$ cat src/rtl/alg_pkg.sv
// Shared types and default sizing for the alg_core streaming front-end.
package alg_pkg;

    typedef enum logic [1:0] {
        IDLE  = 2'd0,
        RUN   = 2'd1,
        DRAIN = 2'd2
    } ctrl_state_t;

    localparam int unsigned DEF_DATA_WIDTH  = 11;
    localparam int unsigned DEF_CTR_WIDTH   = 22;
    localparam int unsigned DEF_DATA_OFFSET = 1024;
    localparam int unsigned DEF_FIFO_DEPTH  = 16;
    localparam int unsigned DEF_SAMPLE_DIV  = 4;

endpackage

$ cat src/rtl/sync_fifo.sv
// Single-clock first-word-fall-through FIFO; push on full and pop on empty are ignored.
module sync_fifo #(
    parameter int unsigned WIDTH = 11,
    parameter int unsigned DEPTH = 16
) (
    input  logic             clk,
    input  logic             nrst,
    input  logic             push,
    input  logic             pop,
    input  logic [WIDTH-1:0] wdata,
    output logic [WIDTH-1:0] rdata,
    output logic             full,
    output logic             empty
);

    localparam int unsigned AW = $clog2(DEPTH);
    localparam int unsigned CW = AW + 1;

    logic [WIDTH-1:0] mem_q [DEPTH];
    logic [AW-1:0]    wr_ptr_q;
    logic [AW-1:0]    rd_ptr_q;
    logic [CW-1:0]    count_q;
    logic             do_push;
    logic             do_pop;

    assign full    = (count_q == CW'(DEPTH));
    assign empty   = (count_q == '0);
    assign do_push = push & ~full;
    assign do_pop  = pop & ~empty;
    assign rdata   = mem_q[rd_ptr_q];

    always_ff @(posedge clk) begin
        if (!nrst) begin
            wr_ptr_q <= '0;
            rd_ptr_q <= '0;
            count_q  <= '0;
        end else begin
            if (do_push) wr_ptr_q <= wr_ptr_q + AW'(1);
            if (do_pop)  rd_ptr_q <= rd_ptr_q + AW'(1);
            count_q <= count_q + CW'(do_push) - CW'(do_pop);
        end
    end

    // Storage carries no reset; validity is tracked by count_q alone.
    always_ff @(posedge clk) begin
        if (do_push) mem_q[wr_ptr_q] <= wdata;
    end

endmodule

$ cat src/rtl/alg_stream_ctrl.sv
// Paces buffered offset-binary ECG samples into alg_core as signed values and
// holds alg_core RR-period events for a downstream consumer.
module alg_stream_ctrl
    import alg_pkg::*;
#(
    parameter int unsigned DATA_WIDTH  = DEF_DATA_WIDTH,
    parameter int unsigned CTR_WIDTH   = DEF_CTR_WIDTH,
    parameter int unsigned DATA_OFFSET = DEF_DATA_OFFSET,
    parameter int unsigned FIFO_DEPTH  = DEF_FIFO_DEPTH,
    parameter int unsigned SAMPLE_DIV  = DEF_SAMPLE_DIV
) (
    input  logic                  clk,
    input  logic                  nrst,
    input  logic                  start,
    input  logic                  stop,
    input  logic [DATA_WIDTH-1:0] in_data,
    input  logic                  in_valid,
    output logic                  in_ready,
    output logic                  core_ce,
    output logic                  core_data_valid,
    output logic [DATA_WIDTH-1:0] core_ecg_value,
    input  logic [DATA_WIDTH-1:0] core_rr_period,
    input  logic                  core_rr_period_updated,
    input  logic [CTR_WIDTH-1:0]  core_r_peak_sample_num,
    output logic                  evt_valid,
    output logic [DATA_WIDTH-1:0] evt_rr_period,
    output logic [CTR_WIDTH-1:0]  evt_sample_num,
    input  logic                  evt_ready,
    output logic                  busy,
    output logic [CTR_WIDTH-1:0]  sample_count,
    output logic                  underrun,
    output logic                  evt_overflow
);

    localparam int unsigned DIV_W = (SAMPLE_DIV > 1) ? $clog2(SAMPLE_DIV) : 1;

    ctrl_state_t           state_q, state_d;
    logic [DIV_W-1:0]      div_cnt_q, div_cnt_d;
    logic                  dv_q, dv_d;
    logic [DATA_WIDTH-1:0] ecg_q, ecg_d;
    logic [CTR_WIDTH-1:0]  scnt_q, scnt_d;
    logic                  urun_q, urun_d;
    logic                  ev_valid_q, ev_valid_d;
    logic [DATA_WIDTH-1:0] ev_rr_q, ev_rr_d;
    logic [CTR_WIDTH-1:0]  ev_idx_q, ev_idx_d;
    logic                  ev_ovf_q, ev_ovf_d;

    logic                  tick;
    logic                  fifo_pop;
    logic                  fifo_full;
    logic                  fifo_empty;
    logic [DATA_WIDTH-1:0] fifo_rdata;

    sync_fifo #(
        .WIDTH (DATA_WIDTH),
        .DEPTH (FIFO_DEPTH)
    ) u_fifo (
        .clk   (clk),
        .nrst  (nrst),
        .push  (in_valid),
        .pop   (fifo_pop),
        .wdata (in_data),
        .rdata (fifo_rdata),
        .full  (fifo_full),
        .empty (fifo_empty)
    );

    assign in_ready        = ~fifo_full;
    assign busy            = (state_q != IDLE);
    assign core_ce         = (state_q != IDLE);
    assign core_data_valid = dv_q;
    assign core_ecg_value  = ecg_q;
    assign sample_count    = scnt_q;
    assign underrun        = urun_q;
    assign evt_valid       = ev_valid_q;
    assign evt_rr_period   = ev_rr_q;
    assign evt_sample_num  = ev_idx_q;
    assign evt_overflow    = ev_ovf_q;

    assign tick = (state_q != IDLE) && (div_cnt_q == DIV_W'(SAMPLE_DIV - 1));

    always_comb begin
        state_d    = state_q;
        div_cnt_d  = div_cnt_q;
        dv_d       = 1'b0;
        ecg_d      = ecg_q;
        scnt_d     = scnt_q;
        urun_d     = urun_q;
        ev_valid_d = ev_valid_q;
        ev_rr_d    = ev_rr_q;
        ev_idx_d   = ev_idx_q;
        ev_ovf_d   = ev_ovf_q;
        fifo_pop   = 1'b0;

        case (state_q)
            IDLE: begin
                div_cnt_d = '0;
                if (start && !stop) begin
                    state_d  = RUN;
                    scnt_d   = '0;
                    urun_d   = 1'b0;
                    ev_ovf_d = 1'b0;
                end
            end
            RUN: begin
                if (stop) state_d = DRAIN;
                if (tick && fifo_empty) urun_d = 1'b1;
            end
            DRAIN: begin
                if (tick && fifo_empty) state_d = IDLE;
            end
            default: state_d = IDLE;
        endcase

        if (state_q != IDLE) begin
            div_cnt_d = tick ? '0 : div_cnt_q + DIV_W'(1);
        end

        // Issue: pop, convert offset-binary to two's complement, strobe once.
        if (tick && !fifo_empty) begin
            fifo_pop = 1'b1;
            dv_d     = 1'b1;
            ecg_d    = fifo_rdata - DATA_WIDTH'(DATA_OFFSET);
            if (scnt_q != '1) scnt_d = scnt_q + CTR_WIDTH'(1);
        end

        // Capture only while running; consumption is allowed in any state.
        if ((state_q != IDLE) && core_rr_period_updated) begin
            if (!ev_valid_q || evt_ready) begin
                ev_valid_d = 1'b1;
                ev_rr_d    = core_rr_period;
                ev_idx_d   = core_r_peak_sample_num;
            end else begin
                ev_ovf_d = 1'b1;
            end
        end else if (ev_valid_q && evt_ready) begin
            ev_valid_d = 1'b0;
        end
    end

    always_ff @(posedge clk) begin
        if (!nrst) begin
            state_q    <= IDLE;
            div_cnt_q  <= '0;
            dv_q       <= 1'b0;
            ecg_q      <= '0;
            scnt_q     <= '0;
            urun_q     <= 1'b0;
            ev_valid_q <= 1'b0;
            ev_rr_q    <= '0;
            ev_idx_q   <= '0;
            ev_ovf_q   <= 1'b0;
        end else begin
            state_q    <= state_d;
            div_cnt_q  <= div_cnt_d;
            dv_q       <= dv_d;
            ecg_q      <= ecg_d;
            scnt_q     <= scnt_d;
            urun_q     <= urun_d;
            ev_valid_q <= ev_valid_d;
            ev_rr_q    <= ev_rr_d;
            ev_idx_q   <= ev_idx_d;
            ev_ovf_q   <= ev_ovf_d;
        end
    end

endmodule

$ cat config.mk
export PLATFORM = sky130hd
export DESIGN_NAME = alg_stream_ctrl
export DESIGN_NICKNAME = d
export VERILOG_FILES = /design/src/rtl/alg_pkg.sv /design/src/rtl/sync_fifo.sv /design/src/rtl/alg_stream_ctrl.sv
export SDC_FILE = /design/constraint.sdc
export NUM_CORES = 1
export LEC_CHECK = 0
export CORE_ASPECT_RATIO = 0.7
export CORE_UTILIZATION = 45
export CTS_BUF_LIST = sky130_fd_sc_hd__clkbuf_8 sky130_fd_sc_hd__clkbuf_16
export CTS_CLUSTER_SIZE = 30
export DETAILED_ROUTE_END_ITERATION = 6
export PLACE_DENSITY = 0.67
export SETUP_SLACK_MARGIN = 0.02
export SKIP_LAST_GASP = 1
export SLEW_MARGIN = 25
export SYNTH_ARGS = -nofsm -noshare
export SYNTH_HDL_FRONTEND = slang
export SYNTH_SLANG_ARGS = --single-unit
$ cat constraint.sdc
create_clock -name clk -period 5.7 [get_ports clk]
set_input_delay 0.855 -clock clk [delete_from_list [all_inputs] [get_ports clk]]
set_output_delay 0.855 -clock clk [all_outputs]
set_load 0.01 [all_outputs]
==> results of run 1 <==
[power by group]
part	switching (mW)	leakage (nW)	internal (mW)
Clock	0.705	0.470	1.11
Combinational	0.172	1.58	0.151
Sequential	0.0315	2.33	2.13
Total	0.908	4.38	3.39
[critical path, delay by kind of cell (launching register included)]
family          cells  cell delay [ns]
buf+inv             5             0.43
fa+ha+maj           4             0.89
simple gates        5             1.53
compound gates      1             0.13
flops               1             0.32
[synth_stat cells (2+ instances only)]
| library cell | n | area [um2] |
|---|---|---|
| buf_4 | 2 | 15.0 |
| xnor2_1 | 10 | 87.6 |
| dfxtp_1 | 91 | 1820 |
| nand2b_1 | 3 | 18.8 |
| ha_1 | 13 | 163 |
| mux2i_1 | 2 | 20.0 |
| nor2b_1 | 7 | 43.8 |
| and4_1 | 4 | 35.0 |
| a21oi_2 | 2 | 17.5 |
| nand4_2 | 2 | 25.0 |
| and2_1 | 16 | 100 |
| buf_6 | 3 | 33.8 |
| nor2_1 | 20 | 75.1 |
| nand3_1 | 12 | 60.1 |
| or3_1 | 3 | 18.8 |
| o2111ai_1 | 2 | 17.5 |
| o211ai_1 | 2 | 15.0 |
| buf_1 | 3 | 11.3 |
| o21ai_0 | 4 | 20.0 |
| or2_1 | 2 | 12.5 |
| a21oi_1 | 17 | 85.1 |
| xor2_1 | 3 | 26.3 |
| a31o_1 | 10 | 87.6 |
| buf_2 | 10 | 50.1 |
| a21boi_0 | 37 | 278 |
| nand4_1 | 6 | 37.5 |
| edfxtp_1 | 176 | 5290 |
| and3_1 | 16 | 100 |
| o21ai_1 | 3 | 15.0 |
| a22oi_1 | 20 | 150 |
| nand2_1 | 87 | 327 |
| clkbuf_1 | 25 | 93.8 |
| mux4_2 | 45 | 1010 |
| nor3_1 | 14 | 70.1 |
| a21o_1 | 5 | 37.5 |
| a211o_1 | 8 | 70.1 |
| a21boi_1 | 4 | 30.0 |
| inv_1 | 15 | 56.3 |
[worst min-delay path by stage]
| stage | cells after the start | from | slack (ns) | end |
|---|---|---|---|---|
| final | 1 | div_cnt_q[0] | 0.44 | div_cnt_q[0] |
| after global routing | 1 | div_cnt_q[0] | 0.48 | div_cnt_q[0] |
| after CTS | 1 | div_cnt_q[0] | 0.44 | div_cnt_q[0] |
| after detailed placement | 1 | div_cnt_q[0] | 0.42 | div_cnt_q[0] |
| after global placement | 1 | div_cnt_q[0] | 0.41 | div_cnt_q[0] |
| after floorplan | 1 | div_cnt_q[0] | 0.40 | div_cnt_q[0] |
[layer usage]
| layer | track usage | up-vias |
|---|---|---|
| met5 | 0 | - |
| met1 | 0.309 | 3319 |
| met2 | 0.315 | 246 |
| met4 | 0.0410 | 0 |
| met3 | 0.0466 | 31 |
| li1 | - | 2975 |
[cell families (layout without fill, tap and decap cells)]
group / after synthesis / after routing / synth area share
compound gates: 122 / 122 / 0.0853
xor+xnor: 13 / 13 / 0.0107
fa+ha+maj: 14 / 14 / 0.0172
buf+inv: 59 / 193 / 0.0248
flops: 267 / 267 / 0.668
mux: 48 / 48 / 0.0981
simple gates: 202 / 202 / 0.0964
[per-stage QoR]
stage | hold slack, ns | area [um2]
2_1_floorplan | 0.404 | 10600
3_3_place_gp | 0.414 | 12100
3_5_place_dp | 0.420 | 12100
4_1_cts | 0.436 | 13000
5_1_grt | 0.476 | 13100
6_report | 0.437 | 13100
[cells in the final DEF (no fill, tap or decap), drive strengths merged, types with 3 or more instances in the layout]
cell type / n
clkdlybuf4s50: 122
o21ai: 7
clkbuf: 29
and3: 16
nor3: 15
mux4: 45
a211o: 8
ha: 13
nor2: 20
a21oi: 19
or3: 3
a31o: 10
clkinv: 9
and4: 5
buf: 7
a21o: 5
nand3: 13
a21boi: 41
and2: 16
nand4: 8
nor2b: 7
xnor2: 10
xor2: 3
bufinv: 5
dfxtp: 91
nand2: 88
nand2b: 3
inv: 21
a22oi: 20
edfxtp: 176
[registers in the layout, summed over array words and instances, names as in the netlist, 2 cells and up, named ones only]
register         count
u_fifo.count_q       5
u_fifo.mem_q       176
evt_sample_num      22
state_q              2
core_ecg_value      11
evt_rr_period       11
u_fifo.rd_ptr_q      4
div_cnt_q            2
sample_count        22
u_fifo.wr_ptr_q      4
[final cells by class]
type,instances,area share
multi-input combinational,399,0.253
inverter,16,0.00460
timing repair buffer,129,0.0974
clock inverter,19,0.0163
sequential,267,0.545
tap,312,0.0299
clock buffer,29,0.0539
==> impl_metrics.tcl, run 1 <==
set metrics [dict create \
    min_path_type "register to register" \
    fin_crit_sh 0.597 \
    yosysSeqAreaShare 0.668 \
    syn_nets 790 \
    slew_violations 0 \
    hold_violations 0 \
    wl_met3_mm 2.03 \
    worst_slew_pin_slew_ns 1.01 \
    relSlewSlack 0.321 \
    vias 6571 \
    fmax_mhz 294 \
    synth_edf_count 176 \
    nFillCells 1849 \
    area.growth.synth_to_final_pct 22.6 \
    antenna_left 0 \
    place.port_buffers 123 \
    die_w_um 186 \
    cts_buffer_depth 3 \
    cts_tree "done" \
    drc 0 \
    setup_viol 0 \
    place.gp.congestion 0.821 \
    wl_per_cell_um 21.3 \
    met1_length_mm 11.2 \
    worstSetupStartpointType "register" \
    post_cts.repair.setup_buffers 0 \
    top_layer_used "met4" \
    fp-row-count 46 \
    dpl.hpwl_mm 16.8 \
    wl_met2_mm 11.3 \
    clock_latency_ns 0.52 \
    nets 904 \
    timing.rr.end "u_fifo.count_q[4]" \
    drive_gt1_frac 0.137 \
    via_per_inst 5.61 \
    cts-root-buf "clkbuf_16" \
    yosys_warnings 0 \
    n_antenna_cell 0 \
    final_util 0.570 \
    critPathArrivalTime_ns 3.81 \
    cts.repair.resized 0 \
    grt_pass1_wl_mm 37.8 \
    synth_area_um2 10600 \
    clkSinkCount 267 \
    placed_cells 1123 \
    syn_area_per_cell_um2 14.7 \
    slowest_delay_ns 0.49 \
    power_leakage_nw 4.38 \
    wl_mm 24.9 \
    drv_cap 0 \
    rsz0062_at_grt "false" \
    path_cells "inv_1, ha_1, or4b_4, nand3_2, inv_2, ha_1, inv_1, ha_1, inv_1, fa_1, inv_1, a21oi_1, nor2_1, or3_1, and3_1" \
    grt-ovfl-total 0 \
    vdd_drop_max_mv 0.275 \
    total_power_mw 4.29 \
    grt_usage 0.208 \
    cp-endpoint "u_fifo.count_q[4]" \
    skew_ns 0.00859 \
    synth_async_sr_flop_share 0 \
    register_area_um2 7110 \
    start_util 0.465 \
    setup_slack_ns 2.30 \
    cts_made_buffers 26 \
    crit_slowest_cell "or4b_4" \
    pre_cts_slack_ns 2.31 \
    final_cells 1171 \
    grt_max_degree 82 \
    ios 124 \
    cp-end-kind "register" \
    critPathLaunch "u_fifo.count_q[2]" \
    cts-hold-fix-buffers 0 \
    rrSetupSlack_ns 2.30 \
    dr.pass1.iters 4 \
    regToRegStartpoint "u_fifo.count_q[2]" \
    multi_input_area_um2 3310 \
    clkTransAtPathRegs_ns 0.06 \
    design.core.area_um2 22900 \
    worst_path_most_repeated_cell "inv_1" \
    die-area_um2 24300 \
    critPathMaxFanout 22 \
    antenna_found_initial 0 \
    grt_pass1_vias 6476 \
    drt-initial-drc-count 498 \
    p_per_area_nw_per_um2 329 \
    tns_ns 0 \
    yosys_register_bits 267 \
    cp.required_ns 6.11 \
    cts_max_level 1 \
    worstSetupPathType "register to register" \
    final.min_clock_period_ns 3.40 \
    die_y_um 131 \
    outcome "finished, final reports clean" \
    synthFlopType "edfxtp_1" \
    reg2reg_depth 15 \
    synth_cells 725 \
    synth_cell_types 59 \
]
(Power assumes the default switching activity.)
==> run 2: changes to the inputs <==
==> constraint.sdc (replaced) <==
create_clock -name clk -period 3.5 [get_ports clk]
set_input_delay 0.525 -clock clk [delete_from_list [all_inputs] [get_ports clk]]
set_output_delay 0.525 -clock clk [all_outputs]
set_load 0.01 [all_outputs]
==> run 2 against run 1 <==
Worst setup slack worse by 1.7 ns. Maximum frequency grew 16%. Final cell count is 1.5% higher. First-iteration DRC count is 34% higher. Critical endpoint unchanged.
==> impl_metrics.tcl, run 2 (synthesized netlist as in run 1, its figures left out) <==
set metrics [dict create \
    outcome "finished, final reports clean" \
    setup_viol 0 \
    worst_path_most_repeated_cell "inv_1" \
    cp-endpoint "u_fifo.count_q[4]" \
    cp.required_ns 3.92 \
    hold_violations 0 \
    place.gp.congestion 0.799 \
    grt_max_degree 81 \
    clkSinkCount 267 \
    pre_cts_slack_ns 0.574 \
    critPathMaxFanout 8 \
    dpl.hpwl_mm 16.6 \
    start_util 0.465 \
    antenna_found_initial 0 \
    die-area_um2 24300 \
    post_cts.repair.setup_buffers 0 \
    slowest_delay_ns 0.49 \
    fin_crit_sh 0.841 \
    ios 124 \
    critPathArrivalTime_ns 3.36 \
    cts-hold-fix-buffers 0 \
    largest-register "u_fifo.mem_q" \
    clkTransAtPathRegs_ns 0.06 \
    min_path_type "primary input to register" \
    grt_pass1_vias 6430 \
    wl_mm 24.3 \
    slew_violations 0 \
    power_leakage_nw 4.45 \
    setup_slack_ns 0.558 \
    largest_register_ffs 176 \
    fmax_mhz 340 \
    worstSetupStartpointType "register" \
    path_cells "inv_1, ha_1, or4b_4, nand3_2, inv_2, ha_1, inv_1, ha_1, inv_1, fa_1, inv_1, a21oi_1, nor2_1, or3_1, and3_1" \
    p_per_area_nw_per_um2 527 \
    regToRegStartpoint "u_fifo.count_q[3]" \
    cts_made_buffers 26 \
    drv_cap 0 \
    n_antenna_cell 0 \
    final_cell_mix "edfxtp_1, clkdlybuf4s50_1, dfxtp_1, nand2_1, mux4_2" \
    nets 922 \
    final_common_cell "edfxtp_1" \
    fp-row-count 46 \
    vdd_drop_max_mv 0.445 \
    holdCritStartpoint "nrst" \
    clock_latency_ns 0.53 \
    cts-root-buf "clkbuf_16" \
    die_y_um 131 \
    cts_buffer_depth 3 \
    dr.pass1.iters 7 \
    cts.repair.resized 0 \
    drt-initial-drc-count 666 \
    design.core.area_um2 22900 \
    cts_tree "done" \
    worstSetupPathType "register to register" \
    place.port_buffers 123 \
    rrSetupSlack_ns 0.56 \
    critPathLaunch "u_fifo.count_q[3]" \
    drive_gt1_frac 0.143 \
    grt_pass1_wl_mm 36.2 \
    tns_ns 0 \
    worst_slew_pin_slew_ns 0.797 \
    grt_usage 0.200 \
    wl_per_cell_um 20.4 \
    vias 6581 \
    crit_slowest_cell "or4b_4" \
    timing.rr.end "u_fifo.count_q[4]" \
    area.growth.synth_to_final_pct 23.3 \
    reg2reg_depth 15 \
    relSlewSlack 0.467 \
    grt-ovfl-total 0 \
    via_per_inst 5.54 \
    cts_max_level 1 \
    final.min_clock_period_ns 2.94 \
    cp-end-kind "register" \
    rsz0062_at_grt "false" \
    drc 0 \
    antenna_left 0 \
    die_w_um 186 \
    skew_ns 0.0160 \
]
-- run 2: changes by cell type in the layout (fill, tap and decap cells not counted), moves of 2 or more --
cell	before	now
inv_6	0	2
nor2_1	10	20
buf_4	6	24
nor2_2	10	0
inv_1	20	17
-- run 2: per-layer routing --
layer	track usage	vias to the layer above	part of all wire
met5	0	-	0
met1	0.295	3283	0.45
met3	0.0405	31	0.085
li1	-	3006	-
met4	0.0497	0	0.019
met2	0.306	261	0.45
-- run 2: layout make-up --
class	count	area, um2
Inverter	16	60.1
Timing Repair Buffer	147	1410
Sequential cell	267	7110
Fill cell	1813	9780
Clock inverter	19	200
Tap cell	312	390
Clock buffer	28	689
Multi-Input combinational cell	399	3280
-- run 2: per-stage QoR --
step	power [mW]	area [um2]	std cells	utilization	hold slack, ns
2_1_floorplan	3.87	10600	725	-	0.404
3_3_place_gp	4.07	12200	1141	0.534	0.413
3_5_place_dp	4.11	12200	1141	0.534	0.439
4_1_cts	7.00	13100	1188	0.573	0.286
5_1_grt	7.17	13100	1188	0.573	0.305
6_report	6.92	13100	1188	0.573	0.309
-- run 2: critical path: cells and delay by family, from the launching register on --
kind	cells	cell delay (ns)
simple gates	5	1.18
fa+ha+maj	4	0.86
buf+inv	5	0.34
flops	1	0.32
compound gates	1	0.14
-- run 2: worst min-delay path by stage --
stage	endpoint	slack, ns	depth (start not counted)
6_report	sample_count[21]	0.31	3
5_1_grt	sample_count[21]	0.30	3
4_1_cts	sample_count[21]	0.29	3
3_5_place_dp	div_cnt_q[0]	0.44	1
3_3_place_gp	div_cnt_q[0]	0.41	1
2_1_floorplan	div_cnt_q[0]	0.40	1
-- run 2: report_power, final --
part	internal, mW	total (mW)	switching [mW]
Sequential	3.46	3.51	0.0450
Clock	1.72	2.88	1.16
Combinational	0.248	0.533	0.285
